File: src/rtl/adc_serial_responder.sv
// Serial ADC target model: answers 16-clock CS_N/SCLK/SADDR frames with 12-bit values
// taken from a writable 8-entry channel table, all logic clocked by clk50m.
module adc_serial_responder #(
    parameter int         SYNC_STAGES   = 2,
    parameter logic [2:0] RESET_CHANNEL = 3'd0
) (
    input  logic        clk50m,
    input  logic        sysreset,
    input  logic        ADC_CS_N,
    input  logic        ADC_SCLK,
    input  logic        ADC_SADDR,
    output logic        ADC_SDAT,
    input  logic        ch_wr_en,
    input  logic [2:0]  ch_wr_addr,
    input  logic [11:0] ch_wr_data,
    output logic        frame_done,
    output logic        frame_abort,
    output logic [2:0]  last_channel
);

    typedef enum logic [0:0] {
        ST_IDLE   = 1'b0,
        ST_ACTIVE = 1'b1
    } state_t;

    logic [SYNC_STAGES-1:0] cs_sync_r;
    logic [SYNC_STAGES-1:0] sclk_sync_r;
    logic [SYNC_STAGES-1:0] saddr_sync_r;
    logic                   cs_prev_r;
    logic                   sclk_prev_r;
    logic                   cs_s;
    logic                   sclk_s;
    logic                   saddr_s;
    logic                   cs_fall_s;
    logic                   cs_rise_s;
    logic                   sclk_rise_s;
    logic                   sclk_fall_s;

    logic [11:0]            ch_table_r [0:7];

    state_t                 state_r;
    state_t                 state_n;
    logic [15:0]            shift_r;
    logic [15:0]            shift_n;
    logic [4:0]             rcnt_r;
    logic [4:0]             rcnt_n;
    logic [4:0]             rcnt_inc_s;
    logic [2:0]             cur_addr_r;
    logic [2:0]             cur_addr_n;
    logic [2:0]             next_addr_r;
    logic [2:0]             next_addr_n;
    logic [2:0]             last_channel_r;
    logic [2:0]             last_channel_n;
    logic                   frame_done_r;
    logic                   frame_done_n;
    logic                   frame_abort_r;
    logic                   frame_abort_n;
    logic                   sdat_r;
    logic                   sdat_n;

    // Input synchronizers and previous-value flops for edge detection
    always_ff @(posedge clk50m or posedge sysreset) begin
        if (sysreset) begin
            cs_sync_r    <= {SYNC_STAGES{1'b1}};
            sclk_sync_r  <= {SYNC_STAGES{1'b1}};
            saddr_sync_r <= {SYNC_STAGES{1'b0}};
            cs_prev_r    <= 1'b1;
            sclk_prev_r  <= 1'b1;
        end else begin
            cs_sync_r    <= {cs_sync_r[SYNC_STAGES-2:0], ADC_CS_N};
            sclk_sync_r  <= {sclk_sync_r[SYNC_STAGES-2:0], ADC_SCLK};
            saddr_sync_r <= {saddr_sync_r[SYNC_STAGES-2:0], ADC_SADDR};
            cs_prev_r    <= cs_s;
            sclk_prev_r  <= sclk_s;
        end
    end

    assign cs_s        = cs_sync_r[SYNC_STAGES-1];
    assign sclk_s      = sclk_sync_r[SYNC_STAGES-1];
    assign saddr_s     = saddr_sync_r[SYNC_STAGES-1];
    assign cs_fall_s   = cs_prev_r & ~cs_s;
    assign cs_rise_s   = ~cs_prev_r & cs_s;
    assign sclk_rise_s = ~sclk_prev_r & sclk_s;
    assign sclk_fall_s = sclk_prev_r & ~sclk_s;
    assign rcnt_inc_s  = rcnt_r + 5'd1;

    // Channel value table; a same-cycle load reads the pre-write contents
    always_ff @(posedge clk50m or posedge sysreset) begin
        if (sysreset) begin
            for (int i = 0; i < 8; i++) begin
                ch_table_r[i] <= 12'h000;
            end
        end else if (ch_wr_en) begin
            ch_table_r[ch_wr_addr] <= ch_wr_data;
        end else begin
            ch_table_r[ch_wr_addr] <= ch_table_r[ch_wr_addr];
        end
    end

    // Frame state register, including the registered outputs
    always_ff @(posedge clk50m or posedge sysreset) begin
        if (sysreset) begin
            state_r        <= ST_IDLE;
            shift_r        <= 16'h0000;
            rcnt_r         <= 5'd0;
            cur_addr_r     <= RESET_CHANNEL;
            next_addr_r    <= 3'd0;
            last_channel_r <= 3'd0;
            frame_done_r   <= 1'b0;
            frame_abort_r  <= 1'b0;
            sdat_r         <= 1'b0;
        end else begin
            state_r        <= state_n;
            shift_r        <= shift_n;
            rcnt_r         <= rcnt_n;
            cur_addr_r     <= cur_addr_n;
            next_addr_r    <= next_addr_n;
            last_channel_r <= last_channel_n;
            frame_done_r   <= frame_done_n;
            frame_abort_r  <= frame_abort_n;
            sdat_r         <= sdat_n;
        end
    end

    // Next-state logic; CS_N edges win over any SCLK edge in the same cycle
    always_comb begin
        state_n        = state_r;
        shift_n        = shift_r;
        rcnt_n         = rcnt_r;
        cur_addr_n     = cur_addr_r;
        next_addr_n    = next_addr_r;
        last_channel_n = last_channel_r;
        frame_done_n   = 1'b0;
        frame_abort_n  = 1'b0;
        case (state_r)
            ST_IDLE: begin
                if (cs_fall_s) begin
                    shift_n = {4'h0, ch_table_r[cur_addr_r]};
                    rcnt_n  = 5'd0;
                    state_n = ST_ACTIVE;
                end else begin
                    state_n = ST_IDLE;
                end
            end
            ST_ACTIVE: begin
                if (cs_rise_s) begin
                    state_n = ST_IDLE;
                    if (rcnt_r != 5'd0) begin
                        frame_abort_n = 1'b1;
                    end else begin
                        frame_abort_n = 1'b0;
                    end
                end else if (sclk_rise_s) begin
                    if (rcnt_r < 5'd16) begin
                        rcnt_n = rcnt_inc_s;
                        // Address bits ADD2..ADD0 arrive on rising edges 3..5
                        if ((rcnt_inc_s >= 5'd3) && (rcnt_inc_s <= 5'd5)) begin
                            next_addr_n = {next_addr_r[1:0], saddr_s};
                        end else begin
                            next_addr_n = next_addr_r;
                        end
                    end else begin
                        rcnt_n = rcnt_r;
                    end
                end else if (sclk_fall_s) begin
                    if (rcnt_r == 5'd16) begin
                        last_channel_n = cur_addr_r;
                        cur_addr_n     = next_addr_r;
                        frame_done_n   = 1'b1;
                        shift_n        = {4'h0, ch_table_r[next_addr_r]};
                        rcnt_n         = 5'd0;
                    end else begin
                        shift_n = {shift_r[14:0], 1'b0};
                    end
                end else begin
                    state_n = ST_ACTIVE;
                end
            end
            default: begin
                state_n = ST_IDLE;
            end
        endcase
        if (state_n == ST_ACTIVE) begin
            sdat_n = shift_n[15];
        end else begin
            sdat_n = 1'b0;
        end
    end

    assign ADC_SDAT     = sdat_r;
    assign frame_done   = frame_done_r;
    assign frame_abort  = frame_abort_r;
    assign last_channel = last_channel_r;

endmodule
File: config.mk
export PLATFORM = sky130hd
export DESIGN_NAME = adc_serial_responder
export DESIGN_NICKNAME = d
export VERILOG_FILES = /design/src/rtl/adc_serial_responder.sv
export SDC_FILE = /design/constraint.sdc
export NUM_CORES = 1
export LEC_CHECK = 0
export ABC_AREA = 1
export CAP_MARGIN = 20
export CORE_ASPECT_RATIO = 0.8
export CORE_UTILIZATION = 50
export DETAILED_ROUTE_END_ITERATION = 8
export PLACE_DENSITY = 0.67
export RECOVER_POWER = 100
export REMOVE_ABC_BUFFERS = 1
export SLEW_MARGIN = 20
export SYNTH_ARGS = -nofsm -noshare
export SYNTH_HDL_FRONTEND = slang
export SYNTH_SLANG_ARGS = --single-unit
File: constraint.sdc
create_clock -name clk50m -period 5.9 [get_ports clk50m]
set_input_delay 0.59 -clock clk50m [delete_from_list [all_inputs] [get_ports clk50m]]
set_output_delay 0.59 -clock clk50m [all_outputs]
set_load 0.1 [all_outputs]
; After elaboration in Yosys (flattened, before gate mapping)
; Cells that the tools add are included.
[totals]
register_bits = 138
input_bits = 21
elab_cells = 99
[op_classes]
n_addsub = 1
n_lt_le_gt_ge = 7
eq_ne = 8
muxes = 39
bitwise_logic = 14
reduce_logical = 7
[op_table]
columns = operator, n
row1 = 96-bit bitwise mux, 2
row2 = 12-bit binary-select mux with 3-bit select, 3
row3 = 96-bit two-way mux, 1
row4 = 12-bit two-way mux, 7
row5 = 16-bit two-way mux, 5
row6 = 12-bit demux with 3-bit select, 1
row7 = 16-bit one-hot mux with 2 select lines, 1
row8 = 5-bit two-way mux, 6
row9 = 5-bit AND reduction, 3
row10 = 4-bit greater-or-equal comparator (second input constant), 3
row11 = 3-bit NOT with 4-bit output, 3
row12 = 1-bit two-way mux, 11
row13 = 5-bit one-hot mux with 2 select lines, 1
row14 = 2-bit != test (second input constant), 4
row15 = 1-bit NOT, 7
row16 = 3-bit by 2-bit != test with 1-bit output (second input constant), 2
row17 = 5-bit by 1-bit adder with 5-bit output (second input constant), 1
row18 = 5-bit equality test (second input constant), 1
row19 = 5-bit by 2-bit greater-or-equal comparator with 1-bit output (second input constant), 1
row20 = 5-bit by 3-bit less-or-equal comparator with 1-bit output (second input constant), 1
row21 = 5-bit less-than comparator (second input constant), 1
row22 = 5-bit nonzero test, 1
row23 = 1-bit AND, 4
row24 = 4-bit by 1-bit less-than comparator with 1-bit output (second input constant), 1
row25 = 4 further kinds, 5

; Longest topological paths before layout
[logic_depth]
depth_word = 10
depth_mapped = 10

; Worst setup path after synthesis
; OpenSTA, ideal clock, no wires.
[synth_path]
path_type = register to register
start = register sclk_prev_r
end = register cur_addr_r[1]
setup_time_ps = 137
arrival_ps = 1549
required_ps = 5763
path_slack_ps = 4214
stages_incl_launch_ff = 10
path_buffers = 1
synth_period_minus_slack_ps = 1686
path_cell_list = dfstp_2 -> inv_1 -> ha_1 -> inv_2 -> nand2_1 -> nor2_1 -> nand2_1 -> nor2_2 -> buf_2 -> o21ai_0
[synth_via]
elab_chain_cells = 4
elab_cells_between_ends = 5
classes_between = bitwise (4) / reduce/logical (1)
[synth_lines]
columns = element, line_no
row1 = start: declaration, 30  ; logic sclk_prev_r;
row2 = start signal: assignment, 74  ; sclk_prev_r <= sclk_s;
row3 = 1-bit NOT, 83  ; assign sclk_rise_s = ~sclk_prev_r & sclk_s;
row4 = 1-bit AND, 83
row5 = 1-bit NOT (no source line), n/a
row6 = 5-bit AND reduction (no source line) (*), n/a
row7 = end signal: assignment, 116  ; cur_addr_r <= cur_addr_n;
row8 = end: declaration, 48  ; logic [2:0] cur_addr_r;
; Every way passes the cells marked *; elsewhere a longest branch is shown, timed or not.
; A chain may end at the register's enable or synchronous reset.

; Final worst setup path
[layout_path]
start = register next_addr_r[0]
end = register shift_r[4]
[layout_via]
elab_chain_cells = 9
[layout_lines]
columns = element, line_no
row1 = start: declaration, 50  ; logic [2:0] next_addr_r;
row2 = start signal: assignment, 117  ; next_addr_r <= next_addr_n;
row3 = 3-bit NOT with 4-bit output (not written as such), 170  ; shift_n = {4'h0, ch_table_r[next_addr_r]};
row4 = 12-bit binary-select mux with 3-bit select, 170
row5 = 12-bit two-way mux (not written as such) (2 in series), 170
row6 = 16-bit two-way mux, 166  ; if (rcnt_r == 5'd16) begin
row7 = 16-bit two-way mux, 165  ; end else if (sclk_fall_s) begin
row8 = 16-bit two-way mux, 153  ; end else if (sclk_rise_s) begin
row9 = 16-bit two-way mux, 146  ; if (cs_rise_s) begin
row10 = 16-bit one-hot mux with 2 select lines, 135  ; case (state_r)
row11 = end signal: assignment, 114  ; shift_r <= shift_n;
row12 = end: declaration, 43  ; logic [15:0] shift_r;
; No other way between the ends. The select of a mux whose other input is x is not followed.

==> flow_summary.toml <==
[clock_network]
cts_tree = "yes"
clk_pin_slew_ns = 0.06
h-tree-depth = 4
numCtsBuffers = 17
ctsHoldBuffers = 0
cts-root-buf = "clkbuf_16"
cts_resized = 0
post-cts-setup-buffers = 0
cts_sinks = 138
clockBufferDepth = 2
clk_latency_ns = 0.43

[outcome]
status = "finished, violations left"
failed_checks = "capacitance limit, slew limit"

[global_route]
grt_max_degree = 96
track_usage_pct = 28.4
grt_antenna_before_repair = 0
first_global_vias = 7292
grt_pass1_wl_um = 38800
grt_overflow = 0

[place]
hpwl_um = 13200
placed_area_um2 = 8560
post-place-ws_ns = 2.79
placed_cells = 1284
globalplace.congestion = 0.803
portBuffers = 26

[detailed_routing]
drt-vias-per-instance = 5.87
num_vias = 7735
firstDrtPassIters = 5
drt-initial-drc-count = 813
drc = 0
routedWlPerCell_um = 17.6
wl_um = 23100
drtAntennaViolNets = 0

[power]
seqPwrFrac_pct = 40.4
switching_power_uw = 978
p_leak_nw = 3.88
p_comb_share_pct = 21.1
p_sw_share_pct = 31.4
power_frac_clock_pct = 38.5
power.internal_mw = 2.13
vdd_drop_max_v = 0.000190
p_per_area_nw_per_um2 = 339

[layout]
syn_to_final_growth_pct = 9.11
fillCellCount = 1526
stdcell_area_um2 = 9170
multi_input_area_um2 = 3900
final_cell_mix = "320 x nand3_1, 194 x nand2_1, 131 x dfrtp_1"
layout_commonest_cell = "nand3_1"
fin_nets = 1110
fin_util_pct = 55.6
seq_area_um2 = 3460
drive_above_1_share_pct = 5.47
n_antenna_cell = 0
final_cell_count_no_fill = 1317

[floorplan]
initial_core_util_pct = 51.0
dieArea_um2 = 17300
dieHeight_um = 118
die-width_um = 147
io_pins = 27
rows = 42
core-area_um2 = 16500

[yosys]
synth_top_area_share_pct = 39.3
avgSynthCellArea_um2 = 7.48
ys_ff_latch = 138
synth_top_cell_by_area = "dfrtp_1"
ys_types = 28
synthCells = 1124
synth_area_leaders = "dfrtp_1 39%, nand3_1 19%, o211ai_1 8.8%, nand2_1 8.7%, inv_1 5.7%"
synth-seq-area-share_pct = 41.2
syn_area_um2 = 8410
yosysWarnings = 0

[sta]
fin_skew_ns = 0.0114
setup_viol = 0
relSlewSlack_pct = -63.0
final_max_slew_viol_count = 178
rsz0062_at_grt = "false"
setup_slack_ns = 1.80
final_hold_viol_count = 0
finalCritPeriodShare_pct = 69.5
min_period_ns = 4.10
setup_tns_ns = 0
max_freq_mhz = 244
tightest_slew_ns = 2.45

[worst_setup_path]
crit_family = "buffers and inverters"
cp.arrival_ns = 4.45
path_class = "flip-flop to flip-flop"
start_kind = "flip-flop"
cp.required_ns = 6.25
crit_path_cell_trace = "clkinv_1 > buf_4 > nand2_1 > nand3_1 > nand3_1 > nand2_1 > nand2_1 > nand2_1 > nand3_1"
critPathCaptureType = "flip-flop"
worst_path_most_repeated_cell = "nand2_1"
crit_buf_inv = 2
path_max_fanout = 56
crit_slowest_cell = "dfrtp_1"
critical-path-max-stage-delay_ns = 1.63

[worst_hold_path]
holdCritPathClass = "flip-flop to flip-flop"

[run]
maxCapViolCount = 3
state kept, by name, summed over array words and instances (netlist names):
name,flops
ADC_SDAT,1
ch_table_r,96
cs_prev_r,1
cs_sync_r,2
cur_addr_r,3
frame_abort,1
frame_done,1
last_channel,3
next_addr_r,3
rcnt_r,5
saddr_sync_r,2
sclk_prev_r,1
sclk_sync_r,2
shift_r,16
state_r,1
cell usage after synthesis (all sizes together):
| cell | count |
|---|---|
| nand3 | 320 |
| nand2 | 194 |
| dfrtp | 132 |
| inv | 132 |
| o211ai | 109 |
| buf | 59 |
| a21oi | 54 |
| o21ai | 45 |
| clkbuf | 40 |
| nor2 | 12 |
| dfstp | 6 |
| nor3 | 6 |
| ha | 5 |
| xor2 | 3 |
| clkinv | 2 |
| nand4 | 2 |
| o311ai | 2 |
| o21bai | 1 |
final timing paths:
check / start / endpoint / slack, ns / cells past startpoint
min: saddr_sync_r[0]$_DFF_PP0_ / saddr_sync_r[1]$_DFF_PP0_ / 0.35 / 0
max in group asynchronous: sysreset / ch_table_r[90]$_DFFE_PP0P_ / 2.27 / 3
min in group asynchronous: sysreset / cur_addr_r[1]$_DFFE_PP0P_ / 0.86 / 2
max reg2reg: next_addr_r[0]$_DFFE_PP0P_ / shift_r[4]$_DFFE_PP0P_ / 1.80 / 9
max: next_addr_r[0]$_DFFE_PP0P_ / shift_r[4]$_DFFE_PP0P_ / 1.80 / 9
min reg2reg: saddr_sync_r[0]$_DFF_PP0_ / saddr_sync_r[1]$_DFF_PP0_ / 0.35 / 0
metrics by stage:
stage | power, mW | hold slack (ns)
CTS | 3.12 | 0.355
global route | 3.28 | 0.362
detailed placement | 1.92 | 0.342
finish | 3.11 | 0.351
global placement | 1.91 | 0.335
floorplan | 1.71 | 0.331
power groups by stage:
stage | logic, mW | clock network, mW | registers [mW]
floorplan | 0.475 | 0 | 1.23
global placement | 0.639 | 0 | 1.27
detailed placement | 0.654 | 0 | 1.27
CTS | 0.657 | 1.21 | 1.25
global route | 0.754 | 1.25 | 1.28
finish | 0.656 | 1.20 | 1.26
per-layer routing:
metal  vias up  global-route usage, %  routed length [µm]
met4         0                   7.15                 230
met1      3677                   41.5               11200
met5         -                      0                   0
met2       268                   44.0               10300
li1       3767                      -                   -
met3        23                   4.53                1380
layout make-up:
class	count	area share [%]
clock buffer	21	5.13
clock inverter	11	2.10
inverter	134	5.56
multi-input combinational	753	42.5
sequential	138	37.7
tap	220	3.00
timing repair buffer	40	3.94
worst register-to-register path, delay by kind of cell, from the launching register on:
kind	cells	cell delay, ns
buf+inv	2	1.82
flops	1	1.63
simple gates	7	0.59
kinds of logic after synthesis:
kind of cell | synth area share [%]
adders and majority gates | 0.744
DFF | 41.2
and+or+nand+nor | 29.5
xor gates and xnor gates | 0.313
buffers and inverters | 11.7
AOI/OAI and AO/OA | 16.5
(Power assumes the default switching activity.)
